File: config.mk
export PLATFORM = sky130hd
export DESIGN_NAME = instr_trace_buffer
export DESIGN_NICKNAME = d
export VERILOG_FILES = /design/src/rtl/riscv_trace_pkg.sv /design/src/rtl/trace_fifo.sv /design/src/rtl/instr_trace_buffer.sv
export SDC_FILE = /design/constraint.sdc
export NUM_CORES = 1
export LEC_CHECK = 0
export ABC_CLOCK_PERIOD_IN_PS = 6000
export BUFFER_PORTS_ARGS = -buffer_cell sky130_fd_sc_hd__buf_2
export CAP_MARGIN = 25
export CORE_AREA = 2 2 372 374
export CTS_CLUSTER_SIZE = 28
export DETAILED_ROUTE_END_ITERATION = 7
export DIE_AREA = 0 0 374 376
export SYNTH_ARGS = -nofsm -noshare
export SYNTH_HDL_FRONTEND = slang
export SYNTH_HIERARCHICAL = 1
export SYNTH_SLANG_ARGS = --single-unit
File: constraint.sdc
create_clock -name clk -period 6 [get_ports clk]
set_input_delay 0.6 -clock clk [delete_from_list [all_inputs] [get_ports clk]]
set_output_delay 0.6 -clock clk [all_outputs]
set_load 0.02 [all_outputs]
File: src/rtl/riscv_trace_pkg.sv
// Shared definitions for the instruction trace buffer: capture states and
// the system-instruction encodings that can end a capture window.
package riscv_trace_pkg;

  typedef enum logic [1:0] {
    ST_IDLE    = 2'd0,
    ST_ARMED   = 2'd1,
    ST_CAPTURE = 2'd2,
    ST_STOPPED = 2'd3
  } trace_state_e;

  localparam logic [31:0] INSTR_ECALL  = 32'h0000_0073;
  localparam logic [31:0] INSTR_EBREAK = 32'h0010_0073;

  function automatic logic is_sys_instr(input logic [31:0] instr);
    return (instr == INSTR_ECALL) || (instr == INSTR_EBREAK);
  endfunction

endpackage

File: src/rtl/trace_fifo.sv
// Synchronous show-ahead FIFO with flush. The caller guarantees push only when
// not full (or popping) and pop only when not empty.
module trace_fifo #(
  parameter int DEPTH  = 16,
  parameter int DATA_W = 64,
  localparam int AW    = $clog2(DEPTH),
  localparam int CW    = AW + 1
) (
  input  logic              clk,
  input  logic              rst,
  input  logic              push,
  input  logic              pop,
  input  logic              flush,
  input  logic [DATA_W-1:0] wdata,
  output logic [DATA_W-1:0] rdata,
  output logic [CW-1:0]     count,
  output logic              full,
  output logic              empty
);

  logic [DATA_W-1:0] mem_q [DEPTH];
  logic [AW-1:0]     wr_ptr_q, wr_ptr_d;
  logic [AW-1:0]     rd_ptr_q, rd_ptr_d;
  logic [CW-1:0]     count_q, count_d;

  // Flush wins over any push/pop in the same cycle.
  always_comb begin
    wr_ptr_d = wr_ptr_q;
    rd_ptr_d = rd_ptr_q;
    count_d  = count_q;
    if (flush) begin
      wr_ptr_d = '0;
      rd_ptr_d = '0;
      count_d  = '0;
    end else begin
      if (push) wr_ptr_d = wr_ptr_q + 1'b1;
      if (pop)  rd_ptr_d = rd_ptr_q + 1'b1;
      if (push && !pop)      count_d = count_q + 1'b1;
      else if (pop && !push) count_d = count_q - 1'b1;
    end
  end

  always_ff @(posedge clk) begin
    if (rst) begin
      wr_ptr_q <= '0;
      rd_ptr_q <= '0;
      count_q  <= '0;
    end else begin
      wr_ptr_q <= wr_ptr_d;
      rd_ptr_q <= rd_ptr_d;
      count_q  <= count_d;
    end
  end

  always_ff @(posedge clk) begin
    if (!rst && push && !flush) mem_q[wr_ptr_q] <= wdata;
  end

  assign rdata = mem_q[rd_ptr_q];
  assign count = count_q;
  assign full  = (count_q == CW'(DEPTH));
  assign empty = (count_q == '0);

endmodule

File: src/rtl/instr_trace_buffer.sv
// Triggered capture of executed instructions into a FIFO, drained through a
// valid/ready port. Holds the capture FSM, trigger/stop decode and drop counter.
module instr_trace_buffer
  import riscv_trace_pkg::*;
#(
  parameter int DEPTH       = 16,
  parameter int CNT_W       = 16,
  parameter int STOP_ON_SYS = 1
) (
  input  logic                     clk,
  input  logic                     rst,
  input  logic                     in_valid,
  input  logic [31:0]              instr_in,
  input  logic [31:0]              pc_in,
  input  logic                     arm,
  input  logic                     disarm,
  input  logic                     flush,
  input  logic [31:0]              trig_pc,
  output logic                     out_valid,
  input  logic                     out_ready,
  output logic [31:0]              out_instr,
  output logic [31:0]              out_pc,
  output logic [$clog2(DEPTH):0]   count,
  output logic                     full,
  output logic [CNT_W-1:0]         drop_cnt,
  output logic [1:0]               state_o
);

  trace_state_e     state_q, state_d;
  logic [CNT_W-1:0] drop_cnt_q, drop_cnt_d;
  logic             cap_req;
  logic             pop_do;
  logic             push_do;
  logic             drop_evt;
  logic             fifo_empty;
  logic [63:0]      head;

  // disarm beats arm, and arm beats trigger/stop; neither control pulse captures.
  always_comb begin
    state_d = state_q;
    cap_req = 1'b0;
    if (disarm) begin
      state_d = ST_STOPPED;
    end else if (arm) begin
      state_d = ST_ARMED;
    end else begin
      case (state_q)
        ST_ARMED: begin
          if (in_valid && (pc_in == trig_pc)) begin
            cap_req = 1'b1;
            state_d = ST_CAPTURE;
          end
        end
        ST_CAPTURE: begin
          if (in_valid) begin
            cap_req = 1'b1;
            if ((STOP_ON_SYS != 0) && is_sys_instr(instr_in)) state_d = ST_STOPPED;
          end
        end
        default: ;
      endcase
    end
  end

  // A full FIFO still accepts a push when the head leaves in the same cycle.
  assign pop_do   = out_valid && out_ready;
  assign push_do  = cap_req && (!full || pop_do);
  assign drop_evt = cap_req && full && !pop_do && !flush;

  always_comb begin
    drop_cnt_d = drop_cnt_q;
    if (drop_evt && (drop_cnt_q != {CNT_W{1'b1}})) drop_cnt_d = drop_cnt_q + 1'b1;
  end

  always_ff @(posedge clk) begin
    if (rst) begin
      state_q    <= ST_IDLE;
      drop_cnt_q <= '0;
    end else begin
      state_q    <= state_d;
      drop_cnt_q <= drop_cnt_d;
    end
  end

  trace_fifo #(
    .DEPTH  (DEPTH),
    .DATA_W (64)
  ) u_fifo (
    .clk   (clk),
    .rst   (rst),
    .push  (push_do),
    .pop   (pop_do),
    .flush (flush),
    .wdata ({instr_in, pc_in}),
    .rdata (head),
    .count (count),
    .full  (full),
    .empty (fifo_empty)
  );

  assign out_valid = !fifo_empty;
  assign out_instr = head[63:32];
  assign out_pc    = head[31:0];
  assign drop_cnt  = drop_cnt_q;
  assign state_o   = state_q;

endmodule

# == Yosys cells after proc, flatten, opt, wreduce, memory -nomap -nowiden ==
# Memories as Yosys holds them, arrays and structs flattened. A register that Yosys moved wholly into a read port is not among the register bits.
# Cells that the tools add are included.
# totals
wordCells,62
ram_bits,1024
n_memories,1
regBits,31
input_bits,103
# classes
reduce_logical,24
n_addsub,5
eq_ne,10
n_mux,17
# memory_table
name,depth,word_bits,rd,rd_clocked_by_memory_dff,write_ports,line,source
u_fifo.mem_q,16,64,1,1,1,trace_fifo.sv:21,logic [DATA_W-1:0] mem_q [DEPTH];
# ops
op,n
$eq 32x21->1 const B,1
$eq 32x32->1,1
$eq 32x7->1 const B,1
$add 16x1->16 const B,1
$ne 16x16->1 const B,1
$ne 4x4->1 const B,3
$logic_and 1x1->1,11
$mux 2,5
$mux 5,2
$add 4x1->4 const B,2
$mux 4,2
$logic_not 1->1,6
$mux 1,6
$add 5x1->5 const B,1
$eq 5x5->1 const B,1
$logic_not 5->1,1
$sub 5x1->5 const B,1
$pmux 2 s2,1
$reduce_and 4->1,1
$reduce_bool 4->1,1
$eq 2x1->1 const B,1
$eq 2x2->1 const B,1
$logic_or 1x1->1,2
$pmux 1 s2,1
other kinds (2),2

# == Logic depth before layout (Yosys ltp) ==
# Gate-level depths: netlist of the first run.
# depth
depth_word,11
depth_mapped,12
depth_no_buf,12

# == Modules after synthesis ==
# Netlist of the first run, hierarchy kept.
# by_module_without_submodules
mod,area_per_inst_um2,instances,cells_per_inst
trace_fifo,39077.5,1,1673
instr_trace_buffer,1717.9,1,211

# == Least setup slack after synthesis of the first run ==
# No wires, ideal clock.
# synth_timing
kind,in2reg
start,input port trig_pc[24]
end,"memory u_fifo.mem_q[3][0], enable pin"
setup_ns,0.486
setup_slack_ns,0.490
cell_stages,8
required_time_ns,5.514
arrival_ns,5.023
cell_sequence,xnor2_1 > nand4_1 > nor3_4 > nand4_2 > a221oi_1 > clkbuf_1 > nand2_1 > nor2_1
# synth_via
elab_chain_cells,11
# synth_lines
item,line,source
"start, declared",instr_trace_buffer.sv:18,"input logic [31:0] trig_pc,"
$eq 32x32->1,instr_trace_buffer.sv:49,if (in_valid && (pc_in == trig_pc)) begin
$logic_and 1x1->1,instr_trace_buffer.sv:49,
$mux 1,instr_trace_buffer.sv:49,
$pmux 1 s2,instr_trace_buffer.sv:47,case (state_q)
$mux 1,instr_trace_buffer.sv:44,end else if (arm) begin
$mux 1,instr_trace_buffer.sv:42,if (disarm) begin
$logic_and 1x1->1,instr_trace_buffer.sv:67,assign push_do = cap_req && (!full || pop_do);
via push_do,instr_trace_buffer.sv:33,logic push_do;
$logic_and 1x1->1 (2 in series),trace_fifo.sv:56,if (!rst && push && !flush) mem_q[wr_ptr_q] <= wdata;
$mux 1,trace_fifo.sv:56,
$mux 1 (implied by the code),trace_fifo.sv:56,
"end, declared",trace_fifo.sv:21,
# The timed path passes the listed nets, and every way through them passes these cells.

==> flow_summary.toml, run 1 <==
[critical_path]
cp-start-kind = "flip-flop"
r2r_end = "u_fifo/count[4]$_SDFFE_PP0P_"
worst-path-max-fanout = 48
worstPathCellList = "buf_12 > mux4_2 > a22oi_1 > nand2_1 > buf_2"
r2r_setup_slack_ns = 2.61
critPathArrivalTime_ns = 3.53
reg2reg_depth = 12
cp.required_ns = 5.40
slowest_stage = "dfxtp_4"
r2r-start = "state_o[0]$_SDFFE_PP0P_"
endpoint_kind = "output port"
path_class = "reg2out"
cpPeakStageDelay_ns = 0.94

[drt]
route.vias.total = 19900
wl_um = 99300
via_per_inst = 4.96
drcViolationCount = 0
ant_nets = 0
wire_per_inst_um = 24.7
dr.pass1.iters = 5
drt-initial-drc-count = 1700

[synthesis]
syn_avg_cell_area_um2 = 21.7
synth_cell_types = 54
synth_top_area_share_pct = 75.4
netlist_instances = 1884
yosysTopAreaCell = "edfxtp_1"
syn_nets = 2000
ys_ff_latch = 1059
async_flop_share_pct = 0
ys_warn_count = 6
ys_seq_area_share_pct = 77.1
synth-main-ff-cell = "edfxtp_1"
syn-cell-area_um2 = 40800
synth-edff-count = 1024
yosys-top-cells-area = "edfxtp_1 75%, mux4_2 14%, a22oi_1 2.4%"

[clock_tree]
h-tree-depth = 3
cts_buffers = 102
cts_hold_buf = 0
cts.sinks = 1059
path_clk_slew_ns = 0.06
cts_buffer_depth = 3
clk-insertion-delay-late_ns = 0.70
post_cts_buffers = 0
cts-root-buf = "clkbuf_16"
cts_tree = "yes"
cts_resized = 0

[timing]
rsz0062_at_grt = "no"
setup_viol = 0
relSlewSlack_pct = 29.2
holdWs_ns = 0.234
setup_ws_ns = 1.87
fin_skew_ns = 0.0271
maxSlewViolCount = 0
max_clock_freq_ghz = 0.242
worst_slew_pin_slew_ns = 1.06
min_period_ns = 4.13
finalHoldViolCount = 0
fin_crit_sh_pct = 68.8
tns_ns = 0

[placement]
port-buffer-count = 191
place_ws_ns = 1.32
gp_congestion = 0.779
hpwlAfterDp_um = 60400

[power]
p_leak_nw = 14.6
p_per_area_nw_per_um2 = 312
vdd_ir_drop_max_mv = 0.237

[job]
maxCapViolCount = 0

[min_path]
hold_path_class = "in2reg"
hold_depth = 3
holdPathEnd = "u_fifo/count[4]$_SDFFE_PP0P_"
min_from = "flush"

[floorplanning]
num_rows = 136
io_pins = 192
start_util_pct = 29.9
fp.dieH_um = 376
coreArea_um2 = 137000
die_x_um = 374
die_area_um2 = 141000

[status]
status = "finished, final reports clean"

[grt]
grt_pass1_wl_um = 145000
grt_max_degree = 88
first_global_vias = 20800
overflow = 0
grt_util_all_layers_pct = 13.9
antenna_found_initial = 25

[cells_and_area]
area_growth_pct = 16.5
drive_above_1_share_pct = 30.6
nNetsFinal = 2251
==> cell families after synthesis <==
| logic type | Yosys count | share of synthesized area [%] |
|---|---|---|
| buffers and inverters | 108 | 1.31 |
| adder cells (fa/ha/maj) | 13 | 0.417 |
| AO/OA/AOI/OAI | 158 | 2.92 |
| AND/OR/NAND/NOR | 232 | 2.79 |
| XOR/XNOR | 39 | 0.837 |
| flip-flops | 1059 | 77.1 |
| multiplexers | 275 | 14.6 |
==> final cells by class <==
type                    count  area (µm²)
fillers                 12600       89100
repair buffers            240        1500
clock buffers             129        2720
diodes                      4        10.0
well taps                1794        2240
clock inverters            64         586
multi-input cells         717        8960
flip-flops and latches   1059       31500
inverters                  15        56.3
==> state kept, by name, summed over array words and instances (netlist names), named ones only <==
name             cells
u_fifo/rd_ptr_q      4
u_fifo/wr_ptr_q      4
drop_cnt            16
u_fifo/count         5
state_o              2
u_fifo/mem_q      1024
==> power by group <==
group	leakage, nW	internal, mW	switching [mW]
combinational	3.54	0.145	0.262
clock	1.59	3.57	2.73
sequential	9.48	8.10	0.0112
==> critical path, delay by kind of cell (launching register included) <==
family / cells / cell delay [ns]
AO/OA/AOI/OAI: 1 / 0.49
buffers and inverters: 2 / 0.63
flip-flops: 1 / 0.94
multiplexers: 1 / 0.55
AND/OR/NAND/NOR: 1 / 0.19
==> cells in the mapped netlist (all sizes together) (2+ instances only) <==
| cell type | number |
|---|---|
| a2111oi | 2 |
| a211oi | 6 |
| a21oi | 7 |
| a22oi | 128 |
| and2 | 2 |
| and3 | 2 |
| and4 | 2 |
| buf | 53 |
| clkbuf | 40 |
| dfxtp | 35 |
| edfxtp | 1024 |
| ha | 12 |
| inv | 15 |
| mux2 | 14 |
| mux2i | 5 |
| mux4 | 256 |
| nand2 | 79 |
| nand2b | 5 |
| nand3 | 22 |
| nand4 | 16 |
| nand4b | 2 |
| nor2 | 60 |
| nor2b | 17 |
| nor3 | 5 |
| nor4 | 11 |
| o21ai | 3 |
| o22ai | 3 |
| or2 | 2 |
| or3 | 4 |
| xnor2 | 33 |
| xor2 | 6 |
==> through the flow <==
stage	utilization, %	cells	power, mW	cell area [µm²]
after floorplan	-	1884	8.47	40800
after global placement	32.4	3825	8.67	44200
after detailed placement	32.4	3825	8.69	44200
after CTS	34.8	4018	15.0	47500
after global routing	34.8	4018	15.3	47500
final	34.8	4022	14.8	47500
==> layout by cell type, fill, tap and decap left out, drive strengths merged, types with 3 or more instances in the layout <==
cell,instances
a21oi,7
edfxtp,1024
dfxtp,35
o21ai,3
ha,12
xor2,6
xnor2,33
inv,17
o22ai,3
a22oi,128
nand2b,5
or3,4
nor2b,17
nand2,79
mux4,256
bufinv,8
mux2,14
diode,4
nand3,22
clkinvlp,5
nor3,5
nor4,11
mux2i,5
clkbuf,129
buf,240
clkinv,49
a211oi,6
nor2,60
nand4,16
==> routing by layer <==
layer	share of wire, %	global-route usage [%]	up-vias
met4	2.0	3.63	24
li1	-	-	8432
met5	0.17	0	-
met2	48	22.6	639
met3	6.1	2.88	159
met1	44	19.0	10700
==> how the worst max path moves through the flow <==
stage	to	cells past startpoint	start
after floorplan	u_fifo/mem_q[3][0]$_DFFE_PP_	8	trig_pc[24]
after global placement	u_fifo/count[4]$_SDFFE_PP0P_	14	pc_in[28]
after detailed placement	u_fifo/count[4]$_SDFFE_PP0P_	14	pc_in[28]
after CTS	out_instr[7]	5	flip-flop
after global routing	out_pc[0]	5	flip-flop
final	out_pc[0]	5	flip-flop
No activity file was read; power rests on OpenSTA's default activity.
==> run 2: changes to the inputs <==
--- a/config.mk
+++ b/config.mk
@@ -5,7 +5,7 @@
 export SDC_FILE = /design/constraint.sdc
 export NUM_CORES = 1
 export LEC_CHECK = 0
-export ABC_CLOCK_PERIOD_IN_PS = 6000
+export ABC_CLOCK_PERIOD_IN_PS = 4200
 export BUFFER_PORTS_ARGS = -buffer_cell sky130_fd_sc_hd__buf_2
 export CAP_MARGIN = 25
 export CORE_AREA = 2 2 372 374
==> constraint.sdc (replaced) <==
create_clock -name clk -period 4.2 [get_ports clk]
set_input_delay 0.42 -clock clk [delete_from_list [all_inputs] [get_ports clk]]
set_output_delay 0.42 -clock clk [all_outputs]
set_load 0.02 [all_outputs]
==> flow_summary.toml, run 2 (synthesized netlist as in run 1, its figures left out) <==
[status]
status = "finished, final reports clean"

[timing]
worst_slew_pin_slew_ns = 0.935
setup_viol = 0
tns_ns = 0
relSlewSlack_pct = 37.2
rsz0062_at_grt = "no"
fin_crit_sh_pct = 84.6
finalHoldViolCount = 0
min_period_ns = 3.55
fin_skew_ns = 0.0651
max_clock_freq_ghz = 0.282
maxSlewViolCount = 0

[floorplanning]
num_rows = 136
die_x_um = 374
fp.dieH_um = 376
coreArea_um2 = 137000
die_area_um2 = 141000
start_util_pct = 29.9
io_pins = 192

[clock_tree]
cts_buffer_depth = 3
cts.sinks = 1059
post_cts_buffers = 0
path_clk_slew_ns = 0.06
clk-insertion-delay-late_ns = 0.71
cts_resized = 0
cts-root-buf = "clkbuf_16"
h-tree-depth = 3
cts_hold_buf = 3
cts_buffers = 105
cts_tree = "yes"

[cells_and_area]
final_common_cell = "edfxtp_1"
largest_reg_flops = 1024
final_core_util_pct = 35.4
drive_above_1_share_pct = 31.8
nNetsFinal = 2294
area_growth_pct = 18.6
final_cell_mix = "1024 x edfxtp_1, 256 x mux4_2, 191 x buf_2, 128 x a22oi_1, 108 x clkbuf_16"
top_register = "u_fifo/mem_q"

[grt]
first_global_vias = 21000
overflow = 0
grt_pass1_wl_um = 149000
grt_util_all_layers_pct = 14.4
grt_max_degree = 113
antenna_found_initial = 19

[critical_path]
cp_common_cell = "buf_12"
cpPeakStageDelay_ns = 0.58
r2r_end = "u_fifo/mem_q[14][20]$_DFFE_PP_"
worstPathCellList = "buf_12 > buf_12 > mux4_2 > a22oi_1 > nand2_1 > buf_2"
r2r_setup_slack_ns = 0.90
r2r-start = "state_o[0]$_SDFFE_PP0P_"
cp.required_ns = 3.78
cp-start-kind = "flip-flop"
worst-path-max-fanout = 37
endpoint_kind = "output port"
critPathArrivalTime_ns = 3.13
critPathCapture = "out_pc[16]"
path_class = "reg2out"
slowest_stage = "dfxtp_4"
reg2reg_depth = 8

[power]
switchingPower_mw = 4.31
p_seq_share_pct = 54.5
p_comb_share_pct = 2.9
p_leak_nw = 15.0
vdd_ir_drop_max_mv = 0.329
p_per_area_nw_per_um2 = 439
netSwitchingFraction_pct = 20.3
clkPwrFrac_pct = 42.6
internal-power_mw = 16.9

[drt]
ant_nets = 0
wl_um = 102000
via_per_inst = 4.96
drt-initial-drc-count = 1949
wire_per_inst_um = 25.1
drcViolationCount = 0
route.vias.total = 20100
dr.pass1.iters = 8

[job]
maxCapViolCount = 0

[placement]
port-buffer-count = 191
gp_congestion = 0.828
hpwlAfterDp_um = 61000

[min_path]
hold_path_class = "in2reg"
-- run 2: cell count changes in the layout (fill, tap and decap cells not counted), moves of 3 or more --
cell           delta
buf_12           +40
buf_4             -3
clkbuf_1          -4
clkbuf_16         +3
clkinv_2          +4
dlygate4sd3_1     +3
-- run 2: worst min-delay path by stage --
stage / depth (start not counted) / start / endpoint / slack, ns
finish: 1 / instr_in[27] / u_fifo/mem_q[2][59]$_DFFE_PP_ / 0.11
global route: 1 / pc_in[4] / u_fifo/mem_q[5][4]$_DFFE_PP_ / 0.09
CTS: 1 / pc_in[7] / u_fifo/mem_q[2][7]$_DFFE_PP_ / 0.06
detailed placement: 2 / u_fifo/count[4]$_SDFFE_PP0P_ / u_fifo/count[4]$_SDFFE_PP0P_ / 0.51
global placement: 2 / u_fifo/rd_ptr_q[3]$_SDFFE_PP0P_ / u_fifo/rd_ptr_q[3]$_SDFFE_PP0P_ / 0.51
floorplan: 2 / u_fifo/rd_ptr_q[3]$_SDFFE_PP0P_ / flip-flop / 0.48
-- run 2: routing by layer --
layer  track usage, %  share of wire [%]
met5                0              0.094
met1             19.5                 42
met2             23.6                 49
met3             3.02                6.3
met4             3.99                2.4
-- run 2: worst max-delay path: cells and delay by family, from the launching register on --
family	cells	cell delay, ns
flops	1	0.58
mux	1	0.57
buf+inv	3	0.82
simple gates	1	0.21
compound gates	1	0.16
-- run 2: area by class of cell --
type | count | area [µm²]
Fill cell | 12500 | 88300
Sequential cell | 1059 | 31500
Multi-Input combinational cell | 717 | 8960
Clock buffer | 128 | 2780
Timing Repair Buffer | 280 | 2310
Tap cell | 1794 | 2240
Clock inverter | 65 | 563
Inverter | 15 | 56.3
Antenna cell | 2 | 5.00
-- run 2: power groups by stage --
stage          Clock, mW  Combinational (mW)  Sequential [mW]
3_3_place_gp           0               0.601             11.8
2_1_floorplan          0               0.286             11.8
3_5_place_dp           0               0.618             11.8
4_1_cts             9.26               0.622             11.6
6_report            9.05               0.607             11.6
5_1_grt             9.65               0.666             11.6
-- run 2: per-stage QoR --
stage / total power [mW] / hold WS, ns / std cells / setup WS [ns] / cell area (µm²)
final: 21.2 / 0.110 / 4060 / 0.648 / 48400
after global routing: 21.9 / 0.0930 / 4058 / 0.421 / 48400
after CTS: 21.5 / 0.0562 / 4058 / 0.538 / 48400
after detailed placement: 12.4 / 0.514 / 3862 / 0.0525 / 45000
after global placement: 12.4 / 0.513 / 3861 / 0.153 / 45000
after floorplan: 12.1 / 0.485 / 1884 / -0.107 / 40900
